<file path="config.mk">
export PLATFORM = sky130hd
export DESIGN_NAME = count_1596_decoder
export DESIGN_NICKNAME = d
export VERILOG_FILES = /design/src/rtl/count_1596_decoder.sv
export SDC_FILE = /design/constraint.sdc
export NUM_CORES = 1
export LEC_CHECK = 0
export CORE_MARGIN = 3
export CORE_UTILIZATION = 52
export CTS_BUF_LIST = sky130_fd_sc_hd__clkbuf_8
export DETAILED_ROUTE_END_ITERATION = 16
export HOLD_SLACK_MARGIN = 0.12
export PLACE_DENSITY = 0.85
export SLEW_MARGIN = 20
export SYNTH_ARGS = -nofsm -noshare
export SYNTH_HDL_FRONTEND = slang
export SYNTH_SLANG_ARGS = --single-unit
</file>
<file path="constraint.sdc">
create_clock -name clk5m -period 3.9 [get_ports clk5m]
set_clock_uncertainty 0.2 [all_clocks]
set_input_delay 0.78 -clock clk5m [delete_from_list [all_inputs] [get_ports clk5m]]
set_output_delay 0.78 -clock clk5m [all_outputs]
set_load 0.05 [all_outputs]
</file>
<file path="src/rtl/count_1596_decoder.sv">
// Observer for an up/down counter sample stream: classifies each sample step,
// flags wraps and jumps, and keeps saturating direction totals and a stall flag.
module count_1596_decoder #(
  parameter int W         = 10,
  parameter int CW        = 16,
  parameter int STALL_LIM = 8
) (
  input  logic          clk5m,
  input  logic          rst,
  input  logic          smp_vld,
  input  logic [W-1:0]  cnt_in,
  input  logic          clr_stats,
  output logic [1:0]    state,
  output logic          ev_up,
  output logic          ev_dn,
  output logic          ev_hold,
  output logic          ev_jump,
  output logic          wrap_up,
  output logic          wrap_dn,
  output logic [W-1:0]  jump_val,
  output logic [CW-1:0] up_total,
  output logic [CW-1:0] dn_total,
  output logic          stalled
);

  localparam logic [1:0] ST_INIT = 2'd0;
  localparam logic [1:0] ST_HOLD = 2'd1;
  localparam logic [1:0] ST_UP   = 2'd2;
  localparam logic [1:0] ST_DN   = 2'd3;

  localparam logic [W-1:0]  ONE_W     = W'(1);
  localparam logic [W-1:0]  ALL_W     = '1;
  localparam logic [CW-1:0] SAT_CW    = '1;
  localparam logic [7:0]    STALL_THR = 8'(STALL_LIM);

  // Strobe semantics: smp_vld has no ready/back-pressure; every clk5m edge with
  // smp_vld=1 consumes cnt_in, and edges with smp_vld=0 leave all state untouched.

  logic [W-1:0] prev;
  logic [7:0]   hold_run;
  logic [W-1:0] d;
  logic         classify;
  logic         is_hold, is_up, is_dn, is_jump;

  logic [1:0]    state_nxt;
  logic [7:0]    hold_run_nxt;
  logic [CW-1:0] up_total_nxt, dn_total_nxt;

  assign d        = cnt_in - prev;
  assign classify = smp_vld && (state != ST_INIT);
  assign is_hold  = classify && (d == '0);
  assign is_up    = classify && (d == ONE_W);
  assign is_dn    = classify && (d == ALL_W);
  assign is_jump  = classify && !is_hold && !is_up && !is_dn;

  always_comb begin
    state_nxt = state;
    if (smp_vld) begin
      if (state == ST_INIT)  state_nxt = ST_HOLD;
      else if (is_up)        state_nxt = ST_UP;
      else if (is_dn)        state_nxt = ST_DN;
      else                   state_nxt = ST_HOLD;
    end
  end

  // Clear beats any increment on the same edge; the pulses are unaffected.
  always_comb begin
    hold_run_nxt = hold_run;
    up_total_nxt = up_total;
    dn_total_nxt = dn_total;
    if (clr_stats) begin
      hold_run_nxt = '0;
      up_total_nxt = '0;
      dn_total_nxt = '0;
    end else begin
      if (is_hold) begin
        if (hold_run != 8'hff) hold_run_nxt = hold_run + 8'd1;
      end else if (classify) begin
        hold_run_nxt = '0;
      end
      if (is_up && up_total != SAT_CW) up_total_nxt = up_total + CW'(1);
      if (is_dn && dn_total != SAT_CW) dn_total_nxt = dn_total + CW'(1);
    end
  end

  always_ff @(posedge clk5m) begin
    if (rst) begin
      state    <= ST_INIT;
      prev     <= '0;
      hold_run <= '0;
      ev_up    <= 1'b0;
      ev_dn    <= 1'b0;
      ev_hold  <= 1'b0;
      ev_jump  <= 1'b0;
      wrap_up  <= 1'b0;
      wrap_dn  <= 1'b0;
      jump_val <= '0;
      up_total <= '0;
      dn_total <= '0;
      stalled  <= 1'b0;
    end else begin
      state    <= state_nxt;
      hold_run <= hold_run_nxt;
      up_total <= up_total_nxt;
      dn_total <= dn_total_nxt;
      stalled  <= (hold_run_nxt >= STALL_THR);
      ev_up    <= is_up;
      ev_dn    <= is_dn;
      ev_hold  <= is_hold;
      ev_jump  <= is_jump;
      wrap_up  <= is_up && (prev == ALL_W);
      wrap_dn  <= is_dn && (prev == '0);
      if (smp_vld) prev     <= cnt_in;
      if (is_jump) jump_val <= cnt_in;
    end
  end

endmodule

</file>
==> insert_results.sql, run 1 <==
INSERT INTO impl_metrics (metric_group, metric, value, unit) VALUES
('critical_path', 'end_kind', 'flip-flop', ''),
('route', 'routed_via_density', '5.970', ''),
('clock_network', 'total_clock_buffers_created_by_cts', '9', ''),
('cells_and_area', 'multiInputGateArea', '0.002210', 'sq mm'),
('grt', 'grt_usage', '23.24', '%'),
('yosys', 'synth_enable_flop_cells', '0', ''),
('die', 'chipHeight', '90.95', 'um'),
('clock_network', 'holdBufCountCts', '0', ''),
('timing', 'final.period_utilization', '96.48', '%'),
('grt', 'via_count_of_the_first_global_routing_pass', '3581', ''),
('die', 'rows', '30', ''),
('clock_network', 'cts.reportedPaths.clkPinSlew', '0.07', 'ns'),
('place', 'port-buffer-count', '64', ''),
('critical_path', 'worstPathRequired', '3.98', 'ns'),
('route', 'first_iter_violations', '256', ''),
('place', 'placedInstanceArea', '0.004649', 'sq mm'),
('critical_path', 'ff2ff_setup_slack', '0.71', 'ns'),
('route', 'via_count', '3773', ''),
('yosys', 'synth-async-reset-ratio', '0', '%'),
('power_and_ir_drop', 'power-per-cell-area', '361.2', 'mW/mm^2'),
('cells_and_area', 'filler_cell_count', '544', ''),
('cells_and_area', 'n_antenna_cell', '0', ''),
('die', 'initial_utilization', '54.33', '%'),
('route', 'wl_per_cell', '15.23', 'um'),
('cells_and_area', 'layout.cells.most_common_list', '69 x sky130_fd_sc_hd__dfxtp_1, 64 x sky130_fd_sc_hd__clkdlybuf4s50_1, 48 x sky130_fd_sc_hd__nor2_1', ''),
('min_path', 'hp-class', 'flip-flop to flip-flop', ''),
('yosys', 'synth_warn', '0', ''),
('timing', 'final_setup_violation_count', '0', ''),
('critical_path', 'timing_worst_setup_path_type', 'input pin to flip-flop', ''),
('clock_network', 'number_of_buffers_inserted_by_post_cts_setup_repair', '0', ''),
('critical_path', 'worst-path-max-fanout', '12', ''),
('grt', 'maximum_number_of_pins_on_one_net_before_global_route_repair', '30', ''),
('grt', 'grt_pass1_wl', '16120', 'um'),
('cells_and_area', 'area.growth.synth_to_final', '31.78', '%'),
('cells_and_area', 'drive_gt1_share', '12.69', '%'),
('yosys', 'yosysTopAreaCell', 'sky130_fd_sc_hd__dfxtp_1', ''),
('yosys', 'seq_area_frac_synth', '36.81', '%'),
('timing', 'rsz0062_at_grt', 'no', ''),
('yosys', 'post-synth-top-area-fraction', '36.81', '%'),
('place', 'globalplace.congestion', '0.8864', ''),
('clock_network', 'ctsRootBufferMaster', 'sky130_fd_sc_hd__clkbuf_8', ''),
('timing', 'timing_worst_slew_pin_value', '0.6463', 'ns'),
('die', 'die_area', '0.008271', 'sq mm'),
('clock_network', 'htree_levels', '3', ''),
('yosys', 'synthDistinctLibCells', '60', ''),
('yosys', 'cell_types_with_the_largest_area_share_after_synthesis', 'sky130_fd_sc_hd__dfxtp_1 37%, sky130_fd_sc_hd__nor2_1 4.8%, sky130_fd_sc_hd__a21oi_1 4.5%', ''),
('run_status', 'status', 'finished, final reports clean', ''),
('timing', 'relSlewSlack', '56.91', '%'),
('yosys', 'avgSynthCellArea', '8.413', 'sq um'),
('critical_path', 'critical_path.startpoint_type', 'input pin', ''),
('yosys', 'synth_flop_cell', 'sky130_fd_sc_hd__dfxtp_1', ''),
('cells_and_area', 'final_design_area_no_fill', '0.004945', 'sq mm'),
('route', 'drt-pass1-iter-count', '5', ''),
('timing', 'hold_viol_final', '0', ''),
('yosys', 'netlist_area_pre_place', '0.003752', 'sq mm'),
('die', 'coreArea', '0.006907', 'sq mm'),
('place', 'dp_hpwl', '6841', 'um'),
('power_and_ir_drop', 'max-vdd-ir-drop', '0.0002020', 'V'),
('clock_network', 'clk_latency', '0.35', 'ns'),
('cells_and_area', 'post_layout_nonfiller_instances', '632', ''),
('cells_and_area', 'post-route-util', '71.59', '%'),
('cells_and_area', 'design.final.nets', '559', ''),
('route', 'drc', '0', ''),
('timing', 'achievable-frequency', '0.2658', 'GHz'),
('die', 'top_level_ports', '65', ''),
('yosys', 'syn_nets', '474', ''),
('clock_network', 'tritoncts_num_sinks', '69', ''),
('route', 'ant_nets', '0', ''),
('yosys', 'ys_ff_latch', '69', ''),
('job', 'cap_viol_max_count', '0', ''),
('yosys', 'syn-instance-count', '446', '');
-- final timing paths --
check	startpoint	to	depth (start not counted)
worst max-delay path	cnt_in[0]	dn_total[15]	12
worst min-delay path	jump_val[2]	jump_val[2]	2
worst max register to register	prev[0]	dn_total[15]	10
worst min register to register	jump_val[2]	jump_val[2]	2
-- critical path: stages --
cell and delay, ns:
sky130_fd_sc_hd__clkdlybuf4s50_1 0.52, sky130_fd_sc_hd__inv_1 0.08, sky130_fd_sc_hd__ha_1 0.23, sky130_fd_sc_hd__fa_1 0.39, sky130_fd_sc_hd__and2b_1 0.23, sky130_fd_sc_hd__o2111a_2 0.22, sky130_fd_sc_hd__nor2_1 0.07, sky130_fd_sc_hd__o311ai_4 0.34
sky130_fd_sc_hd__and2_2 0.29, sky130_fd_sc_hd__nand4_4 0.17, sky130_fd_sc_hd__or3_1 0.38, sky130_fd_sc_hd__a21oi_1 0.14
-- logic make-up after synthesis --
family          share of synthesized area, %
fa+ha+maj                              4.868
mux                                    3.501
compound gates                         17.34
buf+inv                                4.701
flops                                  36.81
simple gates                           28.34
xor+xnor                               4.435
-- cell usage after synthesis (4+ instances only) --
library cell	count
sky130_fd_sc_hd__buf_6	4
sky130_fd_sc_hd__a31oi_1	8
sky130_fd_sc_hd__and2_1	6
sky130_fd_sc_hd__ha_1	13
sky130_fd_sc_hd__nand4_1	13
sky130_fd_sc_hd__nor2_1	48
sky130_fd_sc_hd__or4_1	4
sky130_fd_sc_hd__clkbuf_1	14
sky130_fd_sc_hd__xnor2_1	13
sky130_fd_sc_hd__o31ai_1	5
sky130_fd_sc_hd__inv_1	14
sky130_fd_sc_hd__o21ai_1	5
sky130_fd_sc_hd__o21ai_0	26
sky130_fd_sc_hd__xor2_1	6
sky130_fd_sc_hd__nor4_1	7
sky130_fd_sc_hd__a211oi_1	4
sky130_fd_sc_hd__or3_1	12
sky130_fd_sc_hd__nand3_1	24
sky130_fd_sc_hd__nand2_1	27
sky130_fd_sc_hd__mux2i_1	12
sky130_fd_sc_hd__nand2b_1	6
sky130_fd_sc_hd__dfxtp_1	69
sky130_fd_sc_hd__and3_1	8
sky130_fd_sc_hd__a21oi_1	34
sky130_fd_sc_hd__nor3_1	9
-- metrics by stage --
step	hold WS [ns]	total power, uW	TNS (ns)	setup slack [ns]
3_5_place_dp	0.2658	974.9	-6.742	-0.3420
5_1_grt	0.3067	1837	0	0.0002820
6_report	0.2781	1786	0	0.1372
3_3_place_gp	0.2626	966.9	-2.791	-0.1954
4_1_cts	0.2759	1788	0	0.1034
2_1_floorplan	0.2604	904.0	0	0.4437
-- cell type report --
cell class / count / share of cell area, %
clock inverter: 5 / 2.606
timing repair buffer: 97 / 18.22
tap: 96 / 2.429
sequential: 69 / 27.94
inverter: 14 / 1.063
multi-input combinational: 340 / 44.69
clock buffer: 11 / 3.062
-- sequential cells by signal (all words and copies together), names as in the netlist, 2 cells and up --
signal	flops
state	2
prev	10
up_total	16
hold_run	8
jump_val	10
dn_total	16
-- repair_timing --
item / in CTS / in global routing
gates cloned: 0 / 0
resized for setup: 1 / 2
setup endpoints to repair: 1 / 9
pin swaps: 0 / 4
-- where the power goes --
part,internal [uW],leakage (uW),switching [uW],total (uW)
logic,103,0.00107,141,244
registers,715,0.000559,8.57,724
clock network,527,0.000140,291,818
-- per-layer routing --
layer,wire [um],GRT usage [%],vias up
met5,0,0,-
met4,182,8.668,0
met3,618,4.888,22
met2,4703,39.18,159
met1,4122,29.10,1794
li1,-,-,1798
Power figures use the tool's default switching activity.
==> run 2: changes to the inputs <==
--- a/config.mk
+++ b/config.mk
@@ -5,12 +5,13 @@
 export SDC_FILE = /design/constraint.sdc
 export NUM_CORES = 1
 export LEC_CHECK = 0
+export CORE_ASPECT_RATIO = 0.9
 export CORE_MARGIN = 3
-export CORE_UTILIZATION = 52
+export CORE_UTILIZATION = 25
 export CTS_BUF_LIST = sky130_fd_sc_hd__clkbuf_8
 export DETAILED_ROUTE_END_ITERATION = 16
 export HOLD_SLACK_MARGIN = 0.12
-export PLACE_DENSITY = 0.85
+export PLACE_DENSITY = 0.5
 export SLEW_MARGIN = 20
 export SYNTH_ARGS = -nofsm -noshare
 export SYNTH_HDL_FRONTEND = slang
==> run 2 against run 1 <==
- worst setup slack better by 0.11 ns
- final cell count rose by 16%
- via count is 6.3% lower
- core utilization decreased by 36 points
- non-clock buffer count up 5
- sequential power is essentially flat
- critical endpoint is now up_total[13]
- highest routed layer unchanged
==> insert_results.sql, run 2 (same netlist as run 1, synthesis figures left out) <==
INSERT INTO impl_metrics (metric_group, metric, value, unit) VALUES
('route', 'routed_via_density', '4.810', ''),
('route', 'finalWirelength', '10220', 'um'),
('timing', 'final_setup_violation_count', '0', ''),
('clock_network', 'tritoncts_clock_tree', 'built', ''),
('route', 'met2WireLength', '4418', 'um'),
('cells_and_area', 'layout.cells.most_common_list', '69 x sky130_fd_sc_hd__dfxtp_1, 64 x sky130_fd_sc_hd__clkdlybuf4s50_1, 48 x sky130_fd_sc_hd__nor2_1', ''),
('run_status', 'status', 'finished, final reports clean', ''),
('critical_path', 'timing_worst_setup_path_type', 'input pin to flip-flop', ''),
('route', 'drt-pass1-iter-count', '4', ''),
('grt', 'grt_usage', '12.33', '%'),
('timing', 'timing_worst_slew_pin_value', '0.6214', 'ns'),
('timing', 'achievable-frequency', '0.2737', 'GHz'),
('min_path', 'hp-class', 'flip-flop to flip-flop', ''),
('die', 'floorplan.die.width', '135.1', 'um'),
('job', 'cap_viol_max_count', '0', ''),
('clock_network', 'htree_levels', '3', ''),
('place', 'globalplace.congestion', '0.8077', ''),
('grt', 'grt_pass1_wl', '16440', 'um'),
('die', 'chipHeight', '122.2', 'um'),
('cells_and_area', 'final_design_area_no_fill', '0.005069', 'sq mm'),
('route', 'wl_per_cell', '13.91', 'um'),
('timing', 'relSlewSlack', '58.29', '%'),
('critical_path', 'worstPathRequired', '3.95', 'ns'),
('power_and_ir_drop', 'cell_internal_pwr', '1187', 'uW'),
('route', 'routedLengthMet1', '5175', 'um'),
('critical_path', 'end_kind', 'flip-flop', ''),
('power_and_ir_drop', 'max-vdd-ir-drop', '0.0001921', 'V'),
('cells_and_area', 'area.growth.synth_to_final', '35.08', '%'),
('power_and_ir_drop', 'design_power_total', '1633', 'uW'),
('timing', 'timing.final.crit_period', '3.653', 'ns'),
('power_and_ir_drop', 'switching_share', '27.31', '%'),
('route', 'wl_met3', '530', 'um'),
('grt', 'maximum_number_of_pins_on_one_net_before_global_route_repair', '30', ''),
('clock_network', 'cts.reportedPaths.clkPinSlew', '0.08', 'ns'),
('clock_network', 'clk_latency', '0.36', 'ns'),
('route', 'ant_nets', '0', ''),
('place', 'dp_hpwl', '7453', 'um'),
('cells_and_area', 'drive_gt1_share', '13.65', '%'),
('grt', 'globalRouteOverflowTotal', '0', ''),
('timing', 'post_route_hold_slack', '0.2798', 'ns'),
('timing', 'report.final.slew_viol_count', '0', ''),
('cells_and_area', 'layout_commonest_cell', 'sky130_fd_sc_hd__dfxtp_1', ''),
('power_and_ir_drop', 'power-per-cell-area', '322.2', 'mW/mm^2'),
('clock_network', 'cts.path.max_buffers', '2', ''),
('power_and_ir_drop', 'power.switching', '446.0', 'uW'),
('route', 'route.top_layer_used', 'met4', ''),
('timing', 'final.period_utilization', '93.68', '%'),
('die', 'rows', '41', ''),
('power_and_ir_drop', 'total_leakage_power', '0.001775', 'uW'),
('cells_and_area', 'design.final.nets', '565', ''),
('clock_network', 'tritoncts_num_sinks', '69', ''),
('clock_network', 'holdBufCountCts', '0', ''),
('timing', 'hold_viol_final', '0', ''),
('cells_and_area', 'n_antenna_cell', '0', ''),
('route', 'drc', '0', ''),
('clock_network', 'ctsRootBufferMaster', 'sky130_fd_sc_hd__clkbuf_8', ''),
('die', 'coreArea', '0.01436', 'sq mm'),
('die', 'initial_utilization', '26.12', '%'),
('timing', 'final_worst_path_setup_slack', '0.2466', 'ns'),
('power_and_ir_drop', 'share_seq_of_total_power', '44.4', '%'),
('place', 'placedInstanceArea', '0.004778', 'sq mm'),
('critical_path', 'worst-path-max-fanout', '6', ''),
('place', 'port-buffer-count', '64', ''),
('route', 'via_count', '3535', ''),
('cells_and_area', 'post_layout_nonfiller_instances', '735', ''),
('clock_network', 'total_clock_buffers_created_by_cts', '9', ''),
('cells_and_area', 'filler_cell_count', '1493', ''),
('cells_and_area', 'biggestRegsByFlops', 'dn_total: 16 flops, up_total: 16 flops', ''),
('critical_path', 'critical_path.startpoint_type', 'input pin', ''),
('critical_path', 'critPathArrivalTime', '3.71', 'ns'),
('grt', 'grt_antenna_before_repair', '0', ''),
('grt', 'via_count_of_the_first_global_routing_pass', '3245', ''),
('power_and_ir_drop', 'comb_power_share', '15.5', '%'),
('timing', 'rsz0062_at_grt', 'no', ''),
('die', 'top_level_ports', '65', ''),
('route', 'first_iter_violations', '222', ''),
('place', 'post-place-ws', '-0.3338', 'ns'),
('power_and_ir_drop', 'power.share.clock', '40.1', '%'),
('die', 'die_area', '0.01652', 'sq mm'),
('place', 'place_inst', '714', '');
## run 2: cell count changes in the layout (fill, tap and decap cells not counted), sizes merged, moves of 2 or more
cell	previous run	this run
bufinv	4	2
clkinvlp	0	3
buf	33	38
clkbuf	11	9
clkinv	0	2
## run 2: stage by stage
| stage | setup TNS, ns | util (%) |
|---|---|---|
| floorplan | 0 | - |
| finish | 0 | 35.29 |
| global placement | -4.873 | 33.27 |
| CTS | 0 | 34.83 |
| global route | 0 | 35.29 |
| detailed placement | -9.067 | 33.27 |
## run 2: final timing paths
path              slack [ns]  cells after the start            to   startpoint
setup / recovery        0.25                     13  up_total[13]    cnt_in[0]
hold / removal          0.28                      2   jump_val[7]  jump_val[7]
setup reg to reg        0.74                     11  up_total[13]      prev[0]
hold reg to reg         0.28                      2   jump_val[7]  jump_val[7]
## run 2: power by group through the flow
| stage | logic (uW) | clock network [uW] | registers (uW) |
|---|---|---|---|
| 2_1_floorplan | 146 | 0 | 758 |
| 3_3_place_gp | 238 | 0 | 741 |
| 3_5_place_dp | 240 | 0 | 741 |
| 4_1_cts | 241 | 678 | 725 |
| 5_1_grt | 277 | 705 | 727 |
| 6_report | 253 | 656 | 725 |
## run 2: cell type report
type	instances	area (sq um)	area share, %
Multi-Input combinational cell	341	2231	44.01
Sequential cell	69	1381	27.25
Timing Repair Buffer	102	938.4	18.51
Tap cell	193	241.5	4.764
Clock buffer	9	123.9	2.444
Clock inverter	7	100.1	1.975
Inverter	14	52.55	1.037
## run 2: worst max-delay path, stage by stage
cell and delay, ns:
sky130_fd_sc_hd__clkdlybuf4s50_1 0.49, sky130_fd_sc_hd__inv_1 0.06, sky130_fd_sc_hd__ha_1 0.23, sky130_fd_sc_hd__fa_2 0.35, sky130_fd_sc_hd__and2b_1 0.21, sky130_fd_sc_hd__o2111a_2 0.21
sky130_fd_sc_hd__or4_4 0.13, sky130_fd_sc_hd__o311ai_4 0.14, sky130_fd_sc_hd__nand3b_1 0.27, sky130_fd_sc_hd__buf_4 0.18, sky130_fd_sc_hd__nor3_4 0.29, sky130_fd_sc_hd__a31oi_1 0.13
sky130_fd_sc_hd__a41o_1 0.21
## run 2: repair_timing
action | 4_1_cts | 5_1_grt
resized for setup | 0 | 5
endpoints found under the setup margin | 0 | 34
buffers inserted | 0 | 4
hold endpoints to repair | 0 | 0
## run 2: routing by layer
metal / global-route usage [%] / vias up
li1: - / 1816
met1: 17.71 / 1640
met2: 17.69 / 71
met3: 3.320 / 8
met4: 4.471 / 0
met5: 0 / -
==> run 3: changes to the inputs <==
--- a/config.mk
+++ b/config.mk
@@ -11,7 +11,7 @@
 export CTS_BUF_LIST = sky130_fd_sc_hd__clkbuf_8
 export DETAILED_ROUTE_END_ITERATION = 16
 export HOLD_SLACK_MARGIN = 0.12
-export PLACE_DENSITY = 0.5
+export PLACE_DENSITY = 0.51
 export SLEW_MARGIN = 20
 export SYNTH_ARGS = -nofsm -noshare
 export SYNTH_HDL_FRONTEND = slang
==> constraint.sdc (replaced) <==
create_clock -name clk5m -period 3 [get_ports clk5m]
set_clock_uncertainty 0.2 [all_clocks]
set_input_delay 0.6 -clock clk5m [delete_from_list [all_inputs] [get_ports clk5m]]
set_output_delay 0.6 -clock clk5m [all_outputs]
set_load 0.05 [all_outputs]
==> run 3 against run 2 <==
- the run now ends with setup timing left
- die area stayed put
- clock-buffer cell count unchanged
- register-to-register slack got worse by 0.80 ns
- core utilization increased by 7.1 points
- sequential power up 30%
- worst setup slack got worse by 0.33 ns
- highest routed layer unchanged
==> insert_results.sql, run 3 (same netlist as run 1, synthesis figures left out) <==
INSERT INTO impl_metrics (metric_group, metric, value, unit) VALUES
('cells_and_area', 'layout_commonest_cell', 'sky130_fd_sc_hd__dfxtp_1', ''),
('route', 'first_iter_violations', '242', ''),
('clock_network', 'cts.path.max_buffers', '2', ''),
('critical_path', 'critPathArrivalTime', '3.18', 'ns'),
('power_and_ir_drop', 'power-per-cell-area', '374.2', 'mW/mm^2'),
('clock_network', 'holdBufCountCts', '0', ''),
('cells_and_area', 'biggestRegsByFlops', 'dn_total: 16 flops, up_total: 16 flops', ''),
('cells_and_area', 'n_antenna_cell', '0', ''),
('critical_path', 'cpMostUsedCell', 'sky130_fd_sc_hd__buf_6', ''),
('grt', 'grt_pass1_wl', '18890', 'um'),
('timing', 'relSlewSlack', '39.58', '%'),
('grt', 'grt_antenna_before_repair', '0', ''),
('die', 'die_area', '0.01652', 'sq mm'),
('route', 'routed_via_density', '4.822', ''),
('power_and_ir_drop', 'total_leakage_power', '0.002284', 'uW'),
('cells_and_area', 'drive_gt1_share', '33.45', '%'),
('timing', 'post_route_hold_slack', '0.2658', 'ns'),
('run_status', 'status', 'complete, but fails checks', ''),
('cells_and_area', 'area.growth.synth_to_final', '62.32', '%'),
('timing', 'timing_worst_slew_pin_value', '0.9063', 'ns'),
('clock_network', 'htree_levels', '3', ''),
('die', 'coreArea', '0.01436', 'sq mm'),
('place', 'globalplace.congestion', '0.8405', ''),
('critical_path', 'slowest_delay', '0.43', 'ns'),
('critical_path', 'cell_by_cell_trace_of_the_critical_path', 'buf_6 -> inv_12 -> ha_4 -> fa_2 -> and2b_1 -> o2111a_2 -> buf_6 -> or4_4 -> o311ai_4 -> buf_4 -> nand4_4 -> buf_6 -> or3_1 -> a21oi_2', ''),
('power_and_ir_drop', 'max-vdd-ir-drop', '0.0002695', 'V'),
('min_path', 'hp-class', 'flip-flop to flip-flop', ''),
('clock_network', 'cts.reportedPaths.clkPinSlew', '0.08', 'ns'),
('cells_and_area', 'final_design_area_no_fill', '0.006091', 'sq mm'),
('run_status', 'violated_checks', 'setup timing', ''),
('route', 'ant_nets', '0', ''),
('timing', 'final_setup_violation_count', '33', ''),
('route', 'drc', '0', ''),
('timing', 'timing.final.crit_period', '3.082', 'ns'),
('cells_and_area', 'post-route-util', '42.40', '%'),
('power_and_ir_drop', 'design_power_total', '2279', 'uW'),
('grt', 'grt_usage', '14.20', '%'),
('timing', 'report.final.slew_viol_count', '0', ''),
('timing', 'achievable-frequency', '0.3245', 'GHz'),
('route', 'via_count', '3771', ''),
('timing', 'final.period_utilization', '102.7', '%'),
('timing', 'final_worst_path_setup_slack', '-0.08207', 'ns'),
('route', 'finalWirelength', '11710', 'um'),
('cells_and_area', 'design.final.nets', '612', ''),
('place', 'placedInstanceArea', '0.005182', 'sq mm'),
('die', 'floorplan.die.width', '135.1', 'um'),
('clock_network', 'ctsRootBufferMaster', 'sky130_fd_sc_hd__clkbuf_8', ''),
('critical_path', 'critical_path.startpoint_type', 'input pin', ''),
('job', 'cap_viol_max_count', '0', ''),
('grt', 'globalRouteOverflowTotal', '0', ''),
('critical_path', 'worstPathRequired', '3.09', 'ns'),
('critical_path', 'end_kind', 'flip-flop', ''),
('place', 'port-buffer-count', '64', ''),
('clock_network', 'tritoncts_num_sinks', '69', ''),
('die', 'top_level_ports', '65', ''),
('place', 'dp_hpwl', '8039', 'um'),
('die', 'chipHeight', '122.2', 'um'),
('route', 'wl_per_cell', '14.98', 'um'),
('clock_network', 'tritoncts_clock_tree', 'built', ''),
('timing', 'hold_viol_final', '0', ''),
('clock_network', 'clk_latency', '0.37', 'ns'),
('die', 'initial_utilization', '26.12', '%'),
('critical_path', 'cp_max_stage_cell', 'sky130_fd_sc_hd__or4_4', ''),
('critical_path', 'worst-path-max-fanout', '8', ''),
('timing', 'rsz0062_at_grt', 'yes', ''),
('die', 'rows', '41', ''),
('grt', 'via_count_of_the_first_global_routing_pass', '3748', ''),
('clock_network', 'total_clock_buffers_created_by_cts', '9', ''),
('critical_path', 'timing_worst_setup_path_type', 'input pin to flip-flop', ''),
('route', 'drt-pass1-iter-count', '4', ''),
('cells_and_area', 'layout.cells.most_common_list', '66 x sky130_fd_sc_hd__dfxtp_1, 64 x sky130_fd_sc_hd__buf_4, 55 x sky130_fd_sc_hd__clkdlybuf4s50_1', ''),
('grt', 'maximum_number_of_pins_on_one_net_before_global_route_repair', '41', '');
[run 3: cell types whose count changed in the layout (fill, tap and decap cells not counted), moves of 6 or more]
| cell | change |
|---|---|
| sky130_fd_sc_hd__a21oi_1 | -11 |
| sky130_fd_sc_hd__or3_4 | +6 |
| sky130_fd_sc_hd__o21ai_2 | +13 |
| sky130_fd_sc_hd__ha_4 | +8 |
| sky130_fd_sc_hd__a21oi_2 | +11 |
| sky130_fd_sc_hd__buf_4 | +27 |
| sky130_fd_sc_hd__ha_1 | -8 |
| sky130_fd_sc_hd__or3_1 | -6 |
| sky130_fd_sc_hd__o21ai_0 | -15 |
| sky130_fd_sc_hd__clkdlybuf4s50_1 | -9 |
| sky130_fd_sc_hd__buf_6 | +14 |
[run 3: critical path, delay by kind of cell]
| kind | cells | cell delay [ns] |
|---|---|---|
| AND/OR/NAND/NOR | 4 | 1.12 |
| buffers and inverters | 5 | 0.64 |
| AO/OA/AOI/OAI | 3 | 0.49 |
| adder cells (fa/ha/maj) | 2 | 0.30 |
[run 3: through the flow]
stage               std cells  TNS [ns]  setup WS (ns)
floorplan                 446    -3.036        -0.1676
global placement          744    -50.58        -0.9291
detailed placement        744    -52.07         -1.010
CTS                       768    -2.767        -0.1703
global route              782    -6.992        -0.2156
finish                    782    -1.407       -0.08207
[run 3: worst paths after layout]
path	start	to	slack, ns	depth (start not counted)
min reg2reg	jump_val[8]	jump_val[8]	0.27	2
max reg2reg	prev[0]	dn_total[2]	-0.06	12
max	cnt_in[0]	dn_total[2]	-0.08	14
min	jump_val[8]	jump_val[8]	0.27	2
[run 3: final cells by class]
cell class | instances | area (sq um)
Clock buffer | 9 | 123.9
Clock inverter | 7 | 98.84
Inverter | 14 | 65.06
Tap cell | 193 | 241.5
Timing Repair Buffer | 149 | 1421
Fill cell | 1417 | 8273
Multi-Input combinational cell | 341 | 2755
Sequential cell | 69 | 1385
[run 3: metal layers]
layer  routed length, um  up-vias  GRT usage, %  share of wire [%]
li1                    -     1906             -                  -
met1                5698     1793         18.68                 49
met2                5418       61         23.17                 46
met3                 471       11         3.770                4.0
met4                 122        0         3.778                1.0
met5                   0        -             0                  0
[run 3: what timing repair did]
item / in CTS / in global routing
endpoints found under the setup margin: 59 / 57
resized for setup: 53 / 79
cloned: 2 / 1
buffers inserted: 6 / 13
pin swaps: 33 / 39
[run 3: power by group]
part	internal, uW	leakage, uW	switching, uW	total [uW]
Sequential	931	0.000560	11.3	942
Combinational	220	0.00161	245	465
Clock	474	0.000116	398	872
